==> src/rtl/axi4lite_cmd_master.sv <==
// Command-driven AXI4-Lite master: runs one single-beat read or write per command,
// returns data/response on a valid/ready channel, and aborts a hung slave after TIMEOUT bus-wait cycles.
module axi4lite_cmd_master #(
    parameter int AW      = 32,
    parameter int DW      = 32,
    parameter int TIMEOUT = 256
) (
    input  logic            clk,
    input  logic            reset_n,
    input  logic            cmd_valid,
    output logic            cmd_ready,
    input  logic            cmd_write,
    input  logic [AW-1:0]   cmd_addr,
    input  logic [DW-1:0]   cmd_wdata,
    input  logic [DW/8-1:0] cmd_wstrb,
    output logic            rsp_valid,
    input  logic            rsp_ready,
    output logic [DW-1:0]   rsp_rdata,
    output logic [1:0]      rsp_resp,
    output logic            rsp_timeout,
    output logic            awvalid,
    input  logic            awready,
    output logic [AW-1:0]   awaddr,
    output logic            wvalid,
    input  logic            wready,
    output logic [DW-1:0]   wdata,
    output logic [DW/8-1:0] wstrb,
    input  logic            bvalid,
    output logic            bready,
    input  logic [1:0]      bresp,
    output logic            arvalid,
    input  logic            arready,
    output logic [AW-1:0]   araddr,
    input  logic            rvalid,
    output logic            rready,
    input  logic [DW-1:0]   rdata,
    input  logic [1:0]      rresp
);
    typedef enum logic [2:0] {S_IDLE, S_WR, S_WR_RESP, S_RD_ADDR, S_RD_DATA, S_RSP} state_t;

    // Wide enough to hold TIMEOUT; saturates at all-ones so it never wraps.
    localparam int CNT_W = (TIMEOUT < 2) ? 1 : $clog2(TIMEOUT + 1);

    state_t             r_state, w_state_nxt;
    logic [CNT_W-1:0]   r_tmo_cnt;
    logic               r_aw_done, r_w_done;
    logic [AW-1:0]      r_addr;
    logic [DW-1:0]      r_wdata;
    logic [DW/8-1:0]    r_wstrb;
    logic               r_cmd_ready, r_rsp_valid, r_rsp_timeout;
    logic [DW-1:0]      r_rsp_rdata;
    logic [1:0]         r_rsp_resp;
    logic               r_awvalid, r_wvalid, r_bready, r_arvalid, r_rready;

    logic               w_accept, w_bus_state, w_tmo_hit, w_abort;
    logic               w_aw_done_nxt, w_w_done_nxt;
    logic               w_cmd_ready_nxt, w_rsp_valid_nxt, w_rsp_timeout_nxt;
    logic [DW-1:0]      w_rsp_rdata_nxt;
    logic [1:0]         w_rsp_resp_nxt;
    logic               w_awvalid_nxt, w_wvalid_nxt, w_bready_nxt, w_arvalid_nxt, w_rready_nxt;

    assign w_accept      = (r_state == S_IDLE) & cmd_valid & r_cmd_ready;
    assign w_bus_state   = r_state inside {S_WR, S_WR_RESP, S_RD_ADDR, S_RD_DATA};
    assign w_tmo_hit     = (TIMEOUT != 0) && w_bus_state && (r_tmo_cnt == CNT_W'(TIMEOUT));
    assign w_aw_done_nxt = r_aw_done | (r_awvalid & awready);
    assign w_w_done_nxt  = r_w_done  | (r_wvalid & wready);

    // NOTE: registers use non-blocking assignments so every flop samples pre-edge values.
    always_ff @(posedge clk or negedge reset_n) begin
        if (!reset_n) begin
            r_state       <= S_IDLE;
            r_tmo_cnt     <= '0;
            r_aw_done     <= 1'b0;
            r_w_done      <= 1'b0;
            r_addr        <= '0;
            r_wdata       <= '0;
            r_wstrb       <= '0;
            r_cmd_ready   <= 1'b0;
            r_rsp_valid   <= 1'b0;
            r_rsp_rdata   <= '0;
            r_rsp_resp    <= 2'b00;
            r_rsp_timeout <= 1'b0;
            r_awvalid     <= 1'b0;
            r_wvalid      <= 1'b0;
            r_bready      <= 1'b0;
            r_arvalid     <= 1'b0;
            r_rready      <= 1'b0;
        end else begin
            r_state <= w_state_nxt;
            if (w_state_nxt != r_state)
                r_tmo_cnt <= '0;
            else if (w_bus_state && (r_tmo_cnt != '1))
                r_tmo_cnt <= r_tmo_cnt + 1'b1;
            r_aw_done <= (w_state_nxt == S_WR) & w_aw_done_nxt;
            r_w_done  <= (w_state_nxt == S_WR) & w_w_done_nxt;
            if (w_accept) begin
                r_addr  <= cmd_addr;
                r_wdata <= cmd_wdata;
                r_wstrb <= cmd_wstrb;
            end
            r_cmd_ready   <= w_cmd_ready_nxt;
            r_rsp_valid   <= w_rsp_valid_nxt;
            r_rsp_rdata   <= w_rsp_rdata_nxt;
            r_rsp_resp    <= w_rsp_resp_nxt;
            r_rsp_timeout <= w_rsp_timeout_nxt;
            r_awvalid     <= w_awvalid_nxt;
            r_wvalid      <= w_wvalid_nxt;
            r_bready      <= w_bready_nxt;
            r_arvalid     <= w_arvalid_nxt;
            r_rready      <= w_rready_nxt;
        end
    end

    // NOTE: every combinational output gets a default first so no latch is inferred.
    always_comb begin
        w_state_nxt = r_state;
        w_abort     = 1'b0;
        case (r_state)
            S_IDLE:    if (w_accept) w_state_nxt = cmd_write ? S_WR : S_RD_ADDR;
            S_WR:      if (w_aw_done_nxt & w_w_done_nxt) w_state_nxt = S_WR_RESP;
            S_WR_RESP: if (bvalid & r_bready) w_state_nxt = S_RSP;
            S_RD_ADDR: if (r_arvalid & arready) w_state_nxt = S_RD_DATA;
            S_RD_DATA: if (rvalid & r_rready) w_state_nxt = S_RSP;
            S_RSP:     if (r_rsp_valid & rsp_ready) w_state_nxt = S_IDLE;
            default:   w_state_nxt = S_IDLE;
        endcase
        // A handshake landing on the expiry cycle still completes normally.
        if (w_tmo_hit && (w_state_nxt == r_state)) begin
            w_abort     = 1'b1;
            w_state_nxt = S_RSP;
        end
    end

    always_comb begin
        w_cmd_ready_nxt   = (w_state_nxt == S_IDLE);
        w_awvalid_nxt     = (w_state_nxt == S_WR) & ~w_aw_done_nxt;
        w_wvalid_nxt      = (w_state_nxt == S_WR) & ~w_w_done_nxt;
        w_bready_nxt      = (w_state_nxt == S_WR_RESP);
        w_arvalid_nxt     = (w_state_nxt == S_RD_ADDR);
        w_rready_nxt      = (w_state_nxt == S_RD_DATA);
        w_rsp_valid_nxt   = (w_state_nxt == S_RSP);
        w_rsp_rdata_nxt   = r_rsp_rdata;
        w_rsp_resp_nxt    = r_rsp_resp;
        w_rsp_timeout_nxt = r_rsp_timeout;
        if (w_abort) begin
            w_rsp_rdata_nxt   = '0;
            w_rsp_resp_nxt    = 2'b10;
            w_rsp_timeout_nxt = 1'b1;
        end else if ((r_state == S_WR_RESP) && (w_state_nxt == S_RSP)) begin
            w_rsp_rdata_nxt   = '0;
            w_rsp_resp_nxt    = bresp;
            w_rsp_timeout_nxt = 1'b0;
        end else if ((r_state == S_RD_DATA) && (w_state_nxt == S_RSP)) begin
            w_rsp_rdata_nxt   = rdata;
            w_rsp_resp_nxt    = rresp;
            w_rsp_timeout_nxt = 1'b0;
        end
    end

    assign cmd_ready   = r_cmd_ready;
    assign rsp_valid   = r_rsp_valid;
    assign rsp_rdata   = r_rsp_rdata;
    assign rsp_resp    = r_rsp_resp;
    assign rsp_timeout = r_rsp_timeout;
    assign awvalid     = r_awvalid;
    assign awaddr      = r_addr;
    assign wvalid      = r_wvalid;
    assign wdata       = r_wdata;
    assign wstrb       = r_wstrb;
    assign bready      = r_bready;
    assign arvalid     = r_arvalid;
    assign araddr      = r_addr;
    assign rready      = r_rready;
endmodule
==> config.mk <==
export PLATFORM = sky130hd
export DESIGN_NAME = axi4lite_cmd_master
export DESIGN_NICKNAME = d
export VERILOG_FILES = /design/src/rtl/axi4lite_cmd_master.sv
export SDC_FILE = /design/constraint.sdc
export NUM_CORES = 1
export LEC_CHECK = 0
export ABC_AREA = 0
export CORE_MARGIN = 4
export CORE_UTILIZATION = 45
export CTS_CLUSTER_SIZE = 20
export DETAILED_ROUTE_END_ITERATION = 6
export GPL_ROUTABILITY_DRIVEN = 0
export HOLD_SLACK_MARGIN = 0.12
export PLACE_DENSITY = 0.91
export RECOVER_POWER = 25
export REMOVE_ABC_BUFFERS = 1
export SLEW_MARGIN = 20
export SYNTH_ARGS = -nofsm -noshare
export SYNTH_HDL_FRONTEND = slang
export SYNTH_SLANG_ARGS = --single-unit
export TNS_END_PERCENT = 5
==> constraint.sdc <==
create_clock -name clk -period 4.8 [get_ports clk]
set_input_delay 0.72 -clock clk [delete_from_list [all_inputs] [get_ports clk]]
set_output_delay 0.72 -clock clk [all_outputs]
set_load 0.005 [all_outputs]
# ---- Word-level counts from Yosys, hierarchy flattened
# Cells that the tools add are included.
dict set report op_classes {
  n_addsub 1
  eq_ne 14
  muxes 21
  bitwise_logic 17
  n_reduce_logical 10
}
# op n
set ops {}
lappend ops {{2-to-1 mux 32 bit} 3}
lappend ops {{2-to-1 mux 3 bit} 7}
lappend ops {{2-to-1 mux 9 bit} 2}
lappend ops {{case mux 3 bit (6 select lines)} 1}
lappend ops {{AND 1 bit} 13}
lappend ops {{== test 3 x 2 -> 1 bit (second input constant)} 4}
lappend ops {{== test 3 bit (second input constant)} 4}
lappend ops {{adder 9 x 1 -> 9 bit (second input constant)} 1}
lappend ops {{== test 9 bit (second input constant)} 1}
lappend ops {{inequality test 9 bit (second input constant)} 1}
lappend ops {{2-to-1 mux 2 bit} 4}
lappend ops {{== test 3 x 1 -> 1 bit (second input constant)} 2}
lappend ops {{zero test 3 bit} 2}
lappend ops {{logical AND 1 bit} 5}
lappend ops {{2-to-1 mux 1 bit} 4}
lappend ops {{nonzero test 4 bit} 1}
lappend ops {{== test 3 bit} 1}
lappend ops {{inequality test 3 bit} 1}
lappend ops {{nonzero test 3 bit} 1}
lappend ops {{inverter 1 bit} 2}
lappend ops {{OR 1 bit} 2}
lappend ops {{nonzero test 2 bit} 1}
dict set report word_totals {
  ff_bits 124
  input_bits 114
  elab_cells 80
}

# ---- Logic depth before layout (Yosys ltp)
# Gate-level depths: netlist (run 1).
dict set report depth {
  ltp_word 13
  ltp_mapped 9
  depth_no_buf 8
}

# ---- Least setup slack after synthesis (run 1)
# OpenSTA, ideal clock, no wires.
dict set report synth_path {
  kind {input to register}
  from {input wready}
  to {register r_rsp_rdata[23] (netlist: rsp_rdata[23])}
  setup_time_ns 0.142
  arrival_ns 1.974
  slack_ns 2.683
  path_stages 7
  cell_sequence {a21oi_1 > a211oi_1 > o211a_1 > nor4_4 > buf_6 > buf_6 > nor3_2}
}
dict set report synth_via {
  elab_chain_cells 12
  elab_cells_between_ends 15
  cone_classes {eq/ne (2); mux (6); bitwise (3); reduce/logical (4)}
}
# item line_no
set synth_rtl {}
lappend synth_rtl {{from (decl)} 25} ;# input logic wready,
lappend synth_rtl {{AND 1 bit (*)} 66} ;# assign w_w_done_nxt = r_w_done | (r_wvalid & wready);
lappend synth_rtl {{OR 1 bit (*)} 66}
lappend synth_rtl {{AND 1 bit (*)} 120} ;# S_WR: if (w_aw_done_nxt & w_w_done_nxt) w_state_nxt = S_WR_RESP;
lappend synth_rtl {{2-to-1 mux 3 bit (*)} 120}
lappend synth_rtl {{case mux 3 bit (6 select lines) (*)} 118} ;# case (r_state)
lappend synth_rtl {{== test 3 bit} 128} ;# if (w_tmo_hit && (w_state_nxt == r_state)) begin
lappend synth_rtl {{logical AND 1 bit} 128}
lappend synth_rtl {{2-to-1 mux 3 bit} 128}
lappend synth_rtl {{== test 3 bit} {149, 153}}
lappend synth_rtl {{logical AND 1 bit} 149} ;# end else if ((r_state == S_WR_RESP) && (w_state_nxt == S_RSP)) begin
lappend synth_rtl {{2-to-1 mux 32 bit} 149}
lappend synth_rtl {{2-to-1 mux 32 bit} 145} ;# if (w_abort) begin
lappend synth_rtl {{to (signal assigned)} 103} ;# r_rsp_rdata <= w_rsp_rdata_nxt;
lappend synth_rtl {{to (decl)} 51} ;# logic [DW-1:0] r_rsp_rdata;
# Every way passes the cells marked *; elsewhere a longest branch is shown, timed or not.
# A chain may end at the register's enable or synchronous reset.

==> results of run 1 <==
-- layout make-up --
type | count | area [sq um]
repair buffers | 261 | 2580
clock inverters | 2 | 10.0
flip-flops and latches | 124 | 3100
well taps | 147 | 184
fillers | 830 | 3590
inverters | 6 | 22.5
clock buffers | 29 | 490
multi-input cells | 231 | 1980
-- cell families (layout without fill, tap and decap cells) --
group | count (synthesis) | count (layout) | synth area share (%)
fa+ha+maj | 3 | 3 | 0.685
simple gates | 95 | 95 | 10.6
flops | 124 | 124 | 56.7
mux | 102 | 102 | 20.2
xor+xnor | 7 | 7 | 1.12
compound gates | 24 | 24 | 3.47
buf+inv | 64 | 298 | 7.31
-- stage by stage --
| stage | hold slack [ps] | std cells | area, sq um | utilization (%) | setup slack, ps |
|---|---|---|---|---|---|
| floorplan | 424 | 361 | 5100 | - | 873 |
| global placement | 488 | 769 | 7880 | 65.9 | 1690 |
| detailed placement | 496 | 769 | 7880 | 65.9 | 1610 |
| CTS | 453 | 800 | 8380 | 70.1 | 2040 |
| global route | 521 | 800 | 8370 | 70.0 | 1360 |
| finish | 506 | 800 | 8370 | 70.0 | 1960 |
-- path summary, 6_finish.rpt --
kind                            startpoint            end  cells past startpoint
worst max-delay path               reset_n   rsp_rdata[4]                      2
worst min-delay path              wdata[5]       wdata[5]                      1
worst max register to register  r_state[0]  rsp_rdata[14]                      7
worst min register to register    wdata[5]       wdata[5]                      1
max in group clk                 cmd_valid        awvalid                      7
min in group asynchronous          reset_n     araddr[23]                      2
-- cells in the final DEF, fill, tap and decap left out, drive strengths merged, types with 6 or more instances in the layout --
| master | n |
|---|---|
| clkbuf | 32 |
| clkdlybuf4s50 | 254 |
| dfrtp | 124 |
| inv | 6 |
| mux2 | 68 |
| mux2i | 34 |
| nand2 | 6 |
| nand4 | 7 |
| nor2 | 8 |
| nor3 | 46 |
| xor2 | 6 |
-- flip-flops by register name, indices dropped and copies added, names as in the netlist, 2 cells and up --
signal	flops
rsp_rdata	32
wstrb	4
wdata	32
araddr	32
rsp_resp	2
r_state	3
r_tmo_cnt	9
-- per-layer routing --
layer	part of all wire [%]	wire length [um]	GRT usage, %
met4	3.1	469	10.5
met1	36	5460	23.7
met5	0	0	0
met2	52	7820	38.5
met3	8.6	1290	8.90
-- power by group --
part           total (mW)  internal (mW)  switching [mW]
logic                2.27           1.48           0.786
clock network        1.09          0.681           0.412
registers            1.85           1.51           0.341
total                5.21           3.67            1.54
==> metrics.md, run 1 <==
| Metric | Value |
|---|---|
| Hold-fix buffers, CTS | 0 |
| Initial antenna violation count | 0 |
| Mapped Cells | 419 |
| Post-CTS sizing | 0 |
| Rel. slew slack | -79.8% |
| Vias post-DR | 4180 |
| Leakage | 3.77 nW |
| Final Cycle Share | 59.2% |
| H-tree depth | 4 |
| Final WL | 15000 um |
| DR pass1 iterations | 4 |
| Setup CP Type | primary input to async pin |
| Total global routing overflow | 0 |
| Die Width | 118 um |
| Post-synth top area share | 56.7% |
| Main synth FF type | dfrtp_1 |
| CTS tree | done |
| First-pass GRT wire length | 24700 um |
| Final min period | 2840 ps |
| Die Ht | 118 um |
| Netlist cell types | 47 |
| Most common cell in the netlist | dfrtp_1 |
| Slew @ Worst Pin | 2700 ps |
| Post-Syn Area | 5480 sq um |
| Synth top cells by count | 124 x dfrtp_1, 68 x mux2_2, 37 x nor3_1 |
| Share of cells above drive strength 1 | 16.7% |
| Worst-path fanout max | 51 |
| DRC errors left | 0 |
| Port Buffers | 255 |
| Via-to-Cell Ratio | 5.23 |
| Total track usage | 22.3% |
| #FFs+latches synth | 124 |
| Io pins | 256 |
| Worst path max stage delay | 1910 ps |
| Failing checks | max-capacitance violations, max-slew violations |
| Post-route ant nets | 0 |
| Starting DRT DRC Count | 216 |
| Number of buffers and inverters on the critical path | 2 |
| Row count | 40 |
| Initial Utilization | 45.8% |
| Power Dens Cells | 623 nW/um^2 |
| Final setup vio count | 0 |
| Post-synth EDFFs | 0 |
| Clock-pin transition on the worst setup and hold timing paths | 50 ps |
| Die Area | 14000 sq um |
| CP dominant cell by count | clkbuf_1 |
| Area leader, netlist | dfrtp_1 |
| Top post-synthesis cells by area | dfrtp_1 57%, mux2_2 14%, mux2i_1 6.2% |
| Skew-Pair Late Insertion Delay | 410 ps |
| Pwr Total | 5.21 mW |
| Yosys warns | 0 |
| Clk sinks | 124 |
| Sequential share of the synthesized area | 56.7% |
| FFs w/ async S/R, synth | 100% |
| WL/cell | 18.8 um |
| Worst Path Arrival | 2770 ps |
| Worst path slowest cell | clkbuf_1 |
| Max Slew Vio Count | 126 |
| Pin count of the biggest net entering global routing | 74 |
| Hpwl dp | 11000 um |
| Vias in the first global route | 4840 |
| Max_cap viols | 2 |
| Maximum vdd drop | 0.000431 V |
| Status | finished, violations left |
| RSZ-0062 raised after global routing | no |
| Core ar. | 12000 sq um |
| Startpoint types | primary input |
| TritonCTS Buffers | 17 |
| Area grow syn2layout | 52.9% |
| Required @ worst endpoint | 4730 ps |
| Worst clock skew | 5.32 ps |
| Crit. End Element | async pin |
| Hold Fails Final Rpt | 0 |
| CTS max path bufs | 2 |
| Nets | 758 |
| Post-CTS Setup Bufs | 0 |
| Syn_area_per_cell | 13.1 sq um |
| HP Class | register to register |
| CTS root buf | clkbuf_16 |
| Cells along the critical path | clkbuf_1, clkbuf_1 |
| CP delay by family, top | buffers and inverters |
| Flop-to-flop setup slack | 2160 ps |
| Final setup TNS | 0 ps |
| Max Freq | 0.352 GHz |
| Antenna Cells | 0 |
Power figures use the tool's default switching activity.
==> run 2, diff against run 1 <==
--- a/config.mk
+++ b/config.mk
@@ -7,12 +7,12 @@
 export LEC_CHECK = 0
 export ABC_AREA = 0
 export CORE_MARGIN = 4
-export CORE_UTILIZATION = 45
+export CORE_UTILIZATION = 41
 export CTS_CLUSTER_SIZE = 20
 export DETAILED_ROUTE_END_ITERATION = 6
 export GPL_ROUTABILITY_DRIVEN = 0
 export HOLD_SLACK_MARGIN = 0.12
-export PLACE_DENSITY = 0.91
+export PLACE_DENSITY = 0.84
 export RECOVER_POWER = 25
 export REMOVE_ABC_BUFFERS = 1
 export SLEW_MARGIN = 20
==> constraint.sdc (replaced) <==
create_clock -name clk -period 2.7 [get_ports clk]
set_input_delay 0.405 -clock clk [delete_from_list [all_inputs] [get_ports clk]]
set_output_delay 0.405 -clock clk [all_outputs]
set_load 0.005 [all_outputs]
==> run 2 against run 1 <==
Against the previous run: the run now ends clean; register-to-register slack got worse by 1900 ps; clock-buffer cell count fell by 6; power rose by 78%; setup slack got worse by 1700 ps; hold slack got worse by 3.0 ps.
==> metrics.md, run 2 (synthesis gave the netlist of run 1 again) <==
| Metric | Value |
|---|---|
| Worst hold start | rsp_timeout |
| Startpoint types | register |
| H-tree depth | 4 |
| Die Area | 15300 sq um |
| Worst path max stage delay | 630 ps |
| FF+latch area | 3100 sq um |
| Worst hold path stage count | 1 |
| DR pass1 iterations | 4 |
| Post-CTS Setup Bufs | 0 |
| FF-to-FF Start | r_tmo_cnt[0] |
| Leakage | 3.81 nW |
| Flop-to-flop setup slack | 280 ps |
| Multi-input gate area | 1980 sq um |
| Die Width | 124 um |
| Hold-fix buffers, CTS | 1 |
| Final WL | 14900 um |
| CTS max path bufs | 2 |
| First-pass GRT wire length | 23300 um |
| Worst Path Arrival | 2660 ps |
| Cells along the critical path | inv_1, ha_1, nor4bb_1, nand4_1, or2_1, nor2_1, nor3_1 |
| Rel. slew slack | 22.6% |
| Power Dens Cells | 1100 nW/um^2 |
| Area grow syn2layout | 54.7% |
| Clock-pin transition on the worst setup and hold timing paths | 50 ps |
| Worst-path fanout max | 13 |
| Share of cells above drive strength 1 | 18.1% |
| Commonest non-fill, non-tap cell in the layout | clkdlybuf4s50_1 |
| Post-place setup slack | 212 ps |
| Min Hold Slack | 503 ps |
| Nets | 761 |
| Post-route ant nets | 0 |
| Setup CP Type | register to register |
| Pin count of the biggest net entering global routing | 54 |
| WL/cell | 18.0 um |
| Final Cycle Share | 89.5% |
| Commonest non-fill, non-tap cells in the layout | 254 x clkdlybuf4s50_1, 124 x dfrtp_1, 68 x mux2_2, 37 x nor3_1, 34 x mux2i_1 |
| Total global routing overflow | 0 |
| TritonCTS Buffers | 17 |
| Total track usage | 19.9% |
| Via-to-Cell Ratio | 5.03 |
| Starting DRT DRC Count | 160 |
| Row count | 41 |
| Initial Utilization | 42.7% |
| Final setup TNS | 0 ps |
| Io pins | 256 |
| Die Ht | 124 um |
| CP delay by family, top | simple AND/OR/NAND/NOR gates |
| Core ar. | 12800 sq um |
| Hold Fails Final Rpt | 0 |
| CTS tree | done |
| Max Freq | 0.414 GHz |
| Worst setup slack after layout | 283 ps |
| Hpwl dp | 11100 um |
| RSZ-0062 raised after global routing | no |
| Vias in the first global route | 4617 |
| Initial antenna violation count | 0 |
| Max Slew Vio Count | 0 |
| Max_cap viols | 0 |
| Crit. End Element | register |
| Status | complete, no violations |
| HP Class | register to register |
| Required @ worst endpoint | 2940 ps |
| Pwr Total | 9.29 mW |
| DP Area | 7970 sq um |
| Final setup vio count | 0 |
| Skew-Pair Late Insertion Delay | 410 ps |
| DRC errors left | 0 |
| Reg2reg end | r_tmo_cnt[6] |
| Post-CTS sizing | 0 |
| Number of buffers and inverters on the critical path | 1 |
| CTS root buf | clkbuf_16 |
| Maximum vdd drop | 0.000725 V |
| Worst-case reg-to-reg path depth | 7 |
| Hold-critical path endpoint | rsp_timeout |
| Worst clock skew | 9.97 ps |
| Antenna Cells | 0 |
| Clk sinks | 124 |
| Worst path slowest cell | nor2_1 |
| Port Buffers | 255 |
| Final min period | 2420 ps |
| Slew @ Worst Pin | 1160 ps |
| Vias post-DR | 4167 |
| Design Area, Final | 8470 sq um |
| # fillers | 950 |
run 2: worst register-to-register path, stage by stage, from the launching register on:
cell and delay [ps]:
dfrtp_1 450, inv_1 100, ha_1 140, nor4bb_1 330, nand4_1 160, or2_1 270, nor2_1 630, nor3_1 180
run 2: worst max path at each step:
stage	start	end	slack, ps	depth (start not counted)
final	r_tmo_cnt[0]	r_tmo_cnt[6]	280	7
after CTS	r_tmo_cnt[0]	r_tmo_cnt[0]	290	7
after floorplan	r_state[0]	rsp_valid	-990	5
after global routing	reset_n	araddr[30]	120	3
after global placement	awready	rsp_resp[1]	310	7
after detailed placement	arready	r_tmo_cnt[6]	210	6
run 2: per-stage QoR:
step / util, % / std cells
6_report: 66.1 / 828
4_1_cts: 66.2 / 828
3_3_place_gp: 62.1 / 796
5_1_grt: 66.1 / 828
3_5_place_dp: 62.1 / 796
2_1_floorplan: - / 361
run 2: report_power, final:
group / switching (mW) / internal, mW / total, mW
logic: 1.37 / 2.65 / 4.03
clock network: 0.752 / 1.20 / 1.95
registers: 0.621 / 2.69 / 3.31
run 2: metal layers:
metal / global-route usage [%] / vias to the layer above / share of wire, %
met5: 0 / - / 0
met4: 7.96 / 0 / 2.2
met3: 8.17 / 27 / 8.5
met2: 34.3 / 177 / 53
met1: 21.8 / 2056 / 36
li1: - / 1907 / -
run 2: final cells by class:
type / instances / area share (%)
flip-flops and latches: 124 / 36.6
clock buffers: 23 / 5.52
clock inverters: 8 / 0.532
multi-input cells: 231 / 23.3
well taps: 172 / 2.54
repair buffers: 264 / 31.2
inverters: 6 / 0.266
